===== src/rtl/contador_segundos.sv =====
// contador_segundos
// Two-digit BCD up/down seconds counter with a built-in clock prescaler and
// a run-control state machine. It feeds the seven-segment digit decoders:
// the tens digit goes to the tens decoder and the units digit goes to the
// units decoder. Digits are plain BCD, and segment polarity is handled
// downstream.
//
// Parameters:
//   PRESCALE  - clock cycles per count step (>= 1, 1 = step every cycle)
//   MAX_VALUE - terminal count in decimal (1..99)
//   WRAP      - 1 = roll over at the terminal count, 0 = hold there and stop
//
// Ports:
//   clk              system clock, rising edge
//   reset            synchronous, active-high reset
//   start            level; moves IDLE to COUNT
//   stop             level; moves COUNT to IDLE (wins over start)
//   up               count direction, sampled at each step
//   load             loads ld_dez/ld_uni when the value is legal
//   ld_dez, ld_uni   BCD load value (tens, units)
//   dq4..dq1         tens digit, MSB..LSB
//   uq4..uq1         units digit, MSB..LSB
//   tick             one-cycle pulse alongside each digit update
//   tc               one-cycle pulse on terminal rollover or terminal stop
//   running          high while in COUNT
module contador_segundos #(
    parameter int PRESCALE  = 50000000,
    parameter int MAX_VALUE = 59,
    parameter int WRAP      = 1
) (
    input  logic       clk,
    input  logic       reset,
    input  logic       start,
    input  logic       stop,
    input  logic       up,
    input  logic       load,
    input  logic [3:0] ld_dez,
    input  logic [3:0] ld_uni,
    output logic       dq4,
    output logic       dq3,
    output logic       dq2,
    output logic       dq1,
    output logic       uq4,
    output logic       uq3,
    output logic       uq2,
    output logic       uq1,
    output logic       tick,
    output logic       tc,
    output logic       running
);

    localparam int             PW         = (PRESCALE > 1) ? $clog2(PRESCALE) : 1;
    localparam logic [PW-1:0]  PRESC_LAST = PW'(PRESCALE - 1);
    localparam logic [3:0]     MAX_DEZ    = 4'(MAX_VALUE / 10);
    localparam logic [3:0]     MAX_UNI    = 4'(MAX_VALUE % 10);
    localparam logic [7:0]     MAX_BIN    = 8'(MAX_VALUE);

    localparam logic [1:0] ST_IDLE  = 2'd0;
    localparam logic [1:0] ST_COUNT = 2'd1;
    localparam logic [1:0] ST_DONE  = 2'd2;

    logic [1:0]    state, state_nxt;
    logic [PW-1:0] presc, presc_nxt;
    logic [3:0]    dez, dez_nxt;
    logic [3:0]    uni, uni_nxt;
    logic          tick_nxt, tc_nxt;
    logic [7:0]    ld_bin;
    logic          load_ok;
    logic          at_max, at_zero;

    // The load value is checked against the terminal count in binary. This
    // value is only used for the check and never reaches the digit registers.
    assign ld_bin  = ({4'd0, ld_dez} * 8'd10) + {4'd0, ld_uni};
    assign load_ok = (ld_dez <= 4'd9) && (ld_uni <= 4'd9) && (ld_bin <= MAX_BIN);

    assign at_max  = (dez == MAX_DEZ) && (uni == MAX_UNI);
    assign at_zero = (dez == 4'd0) && (uni == 4'd0);

    // Next-state logic. A legal load overrides everything except reset.
    // An illegal load falls through as if load were low. Stepping is done
    // one BCD digit at a time, so the digits never pass through A-F.
    always_comb begin
        state_nxt = state;
        presc_nxt = presc;
        dez_nxt   = dez;
        uni_nxt   = uni;
        tick_nxt  = 1'b0;
        tc_nxt    = 1'b0;

        if (load && load_ok) begin
            dez_nxt   = ld_dez;
            uni_nxt   = ld_uni;
            state_nxt = ST_IDLE;
            presc_nxt = '0;
        end else begin
            case (state)
                ST_IDLE: begin
                    presc_nxt = '0;
                    if (start && !stop) begin
                        state_nxt = ST_COUNT;
                    end
                end
                ST_COUNT: begin
                    if (stop) begin
                        state_nxt = ST_IDLE;
                        presc_nxt = '0;
                    end else if (presc == PRESC_LAST) begin
                        presc_nxt = '0;
                        tick_nxt  = 1'b1;
                        if (up) begin
                            if (at_max) begin
                                tc_nxt = 1'b1;
                                if (WRAP != 0) begin
                                    dez_nxt = 4'd0;
                                    uni_nxt = 4'd0;
                                end else begin
                                    state_nxt = ST_DONE;
                                end
                            end else if (uni == 4'd9) begin
                                uni_nxt = 4'd0;
                                dez_nxt = dez + 4'd1;
                            end else begin
                                uni_nxt = uni + 4'd1;
                            end
                        end else begin
                            if (at_zero) begin
                                tc_nxt = 1'b1;
                                if (WRAP != 0) begin
                                    dez_nxt = MAX_DEZ;
                                    uni_nxt = MAX_UNI;
                                end else begin
                                    state_nxt = ST_DONE;
                                end
                            end else if (uni == 4'd0) begin
                                uni_nxt = 4'd9;
                                dez_nxt = dez - 4'd1;
                            end else begin
                                uni_nxt = uni - 4'd1;
                            end
                        end
                    end else begin
                        presc_nxt = presc + 1'b1;
                    end
                end
                ST_DONE: begin
                    // Frozen until a legal load or reset.
                end
                default: begin
                    state_nxt = ST_IDLE;
                    presc_nxt = '0;
                end
            endcase
        end
    end

    // All state and outputs are registered. running follows the state that
    // is being entered, so it lines up with the state register.
    always_ff @(posedge clk) begin
        if (reset) begin
            state   <= ST_IDLE;
            presc   <= '0;
            dez     <= 4'd0;
            uni     <= 4'd0;
            tick    <= 1'b0;
            tc      <= 1'b0;
            running <= 1'b0;
        end else begin
            state   <= state_nxt;
            presc   <= presc_nxt;
            dez     <= dez_nxt;
            uni     <= uni_nxt;
            tick    <= tick_nxt;
            tc      <= tc_nxt;
            running <= (state_nxt == ST_COUNT);
        end
    end

    assign {dq4, dq3, dq2, dq1} = dez;
    assign {uq4, uq3, uq2, uq1} = uni;

endmodule


===== config.mk =====
export PLATFORM = sky130hd
export DESIGN_NAME = contador_segundos
export DESIGN_NICKNAME = d
export VERILOG_FILES = /design/src/rtl/contador_segundos.sv
export SDC_FILE = /design/constraint.sdc
export NUM_CORES = 1
export LEC_CHECK = 0
export ABC_AREA = 1
export CORE_MARGIN = 10
export CORE_UTILIZATION = 54
export CTS_BUF_LIST = sky130_fd_sc_hd__clkbuf_2 sky130_fd_sc_hd__clkbuf_4 sky130_fd_sc_hd__clkbuf_8
export DETAILED_ROUTE_END_ITERATION = 6
export GPL_TIMING_DRIVEN = 0
export PLACE_DENSITY = 0.79
export SYNTH_ARGS = -nofsm -noshare
export SYNTH_HDL_FRONTEND = slang
export SYNTH_SLANG_ARGS = --single-unit

===== constraint.sdc =====
create_clock -name clk -period 2.5 [get_ports clk]
set_input_delay 0.5 -clock clk [delete_from_list [all_inputs] [get_ports clk]]
set_output_delay 0.5 -clock clk [all_outputs]
set_load 0.1 [all_outputs]

==> impl_summary.txt <==
----------------------------------------------------
[Placed design]
  Routability congestion estimate from global placement ... approximately 0.9
  Post-detail-place hpwl ... a little over 5000 µm
  Count of buffers from port buffering ... 23
  Dpl ws ... -0.8776 ns
  Inst Count DP ... 516

[Clocking]
  Clock transition at the registers of the reported paths ... ~0.08 ns
  Skew-Pair Late Insertion Delay ... about 0.3 ns
  TritonCTS buffer count ... 5
  Max H-tree Level ... 2
  Number of hold buffers added after CTS ... 0
  Clock Path Buffers ... 2
  TritonCTS clock tree ... built
  Root Buffer ... sky130_fd_sc_hd__clkbuf_8
  Clock sink count ... 39

[Critical path]
  Critical Setup Path Class ... reg2out
  Slowest stage cell on the critical path ... sky130_fd_sc_hd__clkdlybuf4s50_1
  Launching element type of the critical path ... flip-flop
  Worst-path cell chain ... clkdlybuf4s50_1
  Endpoint required time on the critical path ... 2.00 ns
  Crit-path max FO ... 6
  Max incr delay on CP ... between 1 and 1.5 ns
  Worst path arrival time ... ~2 ns
  Critical path capture point type ... primary output
  CP delay by family, top ... buffers and inverters
  Combined buffer and inverter count along the critical path ... 1

[Die]
  Die width ... just over 90 µm
  Area enclosed by the die boundary ... a little over 8000 µm²
  Starting Density ... 0.5681
  Chip Height ... roughly 91 µm
  Std cell rows ... 25
  Area inside the core boundary ... between 4000 and 5000 µm²
  Top-Level Pins ... 25

[Route]
  Vias per cell ... ~5.2
  Wire per inst ... about 13 µm
  Pre-antenna DRT Iters ... 5
  Iteration-0 DRC count of the detailed router ... between 150 and 200
  Number of vias after detailed routing ... around 2.8k
  Residual DRC count ... 0
  Post-DRT Antenna Nets ... 0
  Aggregate routed wire length ... roughly 7000 µm

[Yosys]
  Mapped Nets ... approximately 450
  Seq cells post-synth ... 39
  Post-synth cell types ... 38
  Syn Std Cell Area ... approximately 2700 µm²
  Post-Syn Area per Cell ... about 6.4 µm²
  Register area share after synthesis ... 0.2853
  Number of warnings printed during yosys synthesis ... 0
  Gate count after technology mapping ... around 430

[Global route]
  Overflow after GRT ... 0
  Pin count of the biggest net entering global routing ... 14
  Via count of the first global-routing pass ... about 2.5k
  Overall fraction of global-route tracks in use ... 0.1582
  Wire length of the first global-routing pass ... 11300 µm
  Number of antenna violations at the first check in global routing ... 0

[STA]
  Transition time at the pin with the least slew margin ... 0.9834 ns
  Total count of hold-check failures in the final report ... 0
  Achievable Freq ... 406.3 MHz
  Final-layout worst hold slack ... 0.4552 ns
  Final critical-path setup slack ... ~0.04 ns
  Crit path time final ... 2.461 ns
  Unrepaired setup endpoints after global routing ... yes
  Final Max Slew Viols ... 0
  Final setup violation count ... 0
  Setup clock skew after layout ... around 0.013 ns
  Final cycle utilization of the critical path ... 0.9844
  Max transition margin ... 0.3424

[Finish]
  Multi-input logic area ... 1826 µm²
  Fillers ... between 400 and 500
  Final std cells w/o fill ... ~540
  Register cell area after layout ... roughly 800 µm²
  Area growth syn-to-layout ... 22.54%
  Ratio of cells with drive above 1 in the final layout ... 0.1432
  Total inserted antenna cells ... 0
  Final #Nets ... 494

[Power and ir drop]
  Power Dens Cells ... 433.7 nW/µm²
  Static Leakage ... between 1 and 1.5 nW
  Maximum ir drop on the vdd rail ... approximately 240 µV

[Flow run]
  Max-Cap Viols ... 0

[Hold path]
  Type of the worst min-delay path ... reg2reg

[Run status]
  Result of the run ... completed

----------------------------------------------------
sequential cells by signal (all words and copies together), names as in the netlist:
signal	cells
running	1
tick	1
dez	4
state	2
uni	4
tc	1
presc	26
logic make-up after synthesis:
group           share of synthesized area
simple gates                       0.3978
flops                              0.2853
fa+ha+maj                         0.06493
xor+xnor                          0.08322
compound gates                    0.08231
buf+inv                           0.08642
report_power, final:
part	internal [mW]	leakage [nW]	switching [mW]
combinational	0.137	1.01	0.236
sequential	0.632	0.315	0.0171
clock	0.194	0.0402	0.239
total	0.963	1.36	0.492
worst register-to-register path: cells and delay by family, from the launching register on:
kind / cells / cell delay (ns)
compound gates: 1 / 0.26
fa+ha+maj: 1 / 0.21
buf+inv: 2 / 0.27
flops: 1 / 0.40
simple gates: 7 / 0.79
cells in the mapped netlist (all sizes together):
cell,instances,area share
o21ai,12,0.022
a21oi,19,0.037
inv,51,0.070
nand3b,1,0.0027
clkinv,1,0.0014
nand3,38,0.071
dfxtp,39,0.29
o31ai,1,0.0027
nand4,9,0.021
o22ai,1,0.0023
nor3,4,0.011
xor2,18,0.058
o211ai,2,0.0073
a211oi,1,0.0027
ha,11,0.050
fa,2,0.015
clkbuf,2,0.0027
xnor2,8,0.026
a22oi,1,0.0027
or2,1,0.0023
nor2,78,0.12
a31oi,1,0.0023
nand2,119,0.17
o21a,1,0.0027
buf,4,0.012
nor4,1,0.0023
cell type report:
cell class / instances / area share
clock buffers: 5 / 0.02052
clock inverters: 3 / 0.005970
inverters: 52 / 0.05821
flip-flops and latches: 39 / 0.2328
plain buffers: 6 / 0.01231
well taps: 67 / 0.02500
repair buffers: 34 / 0.1007
multi-input cells: 329 / 0.5444
final timing paths:
check	startpoint	endpoint	slack (ns)	cells past startpoint
max	uni[3]$_SDFFE_PP0P_	uq4	0.04	1
min	presc[24]$_SDFFE_PP0P_	presc[24]$_SDFFE_PP0P_	0.46	2
max reg2reg	presc[0]$_SDFFE_PP0P_	presc[16]$_SDFFE_PP0P_	0.46	11
min reg2reg	presc[24]$_SDFFE_PP0P_	presc[24]$_SDFFE_PP0P_	0.46	2
layer usage:
| layer | vias to the layer above | global-route usage | part of all wire |
|---|---|---|---|
| li1 | 1435 | - | - |
| met1 | 1246 | 0.1978 | 0.47 |
| met2 | 84 | 0.2661 | 0.47 |
| met3 | 10 | 0.02881 | 0.052 |
| met4 | 0 | 0.05352 | 0.014 |
| met5 | - | 0 | 0 |
metrics by stage:
step | power, mW | area, µm² | TNS (ns) | utilization
after CTS | 1.435 | 3227 | 0 | 0.6699
after floorplan | 0.9123 | 2778 | 0 | -
after global placement | 0.9905 | 3092 | -30.66 | 0.6418
after global routing | 1.521 | 3353 | -0.5814 | 0.6961
after detailed placement | 0.9981 | 3092 | -32.01 | 0.6418
final | 1.454 | 3353 | 0 | 0.6961
cell usage in the layout, fill, tap and decap left out, drive strengths merged, types with 2 or more instances in the layout:
cell type      instances
dfxtp                 39
ha                    11
o21ai                 12
nand3                 38
nand4                  9
dlymetal6s2s           2
clkdlybuf4s50         16
clkinvlp               2
inv                   51
xor2                  18
nand2                119
nor3                   4
a21oi                 19
clkinv                 2
clkbuf                 7
nor2                  78
buf                   19
fa                     2
o211ai                 2
xnor2                  8
repair_timing:
action                     CTS  global route
cloned                       0             1
setup buffers                4             7
pin swaps                    9            22
setup endpoints to repair   39            38
hold endpoints to repair     0             0
resized for setup           20            30
(Power assumes the default switching activity.)
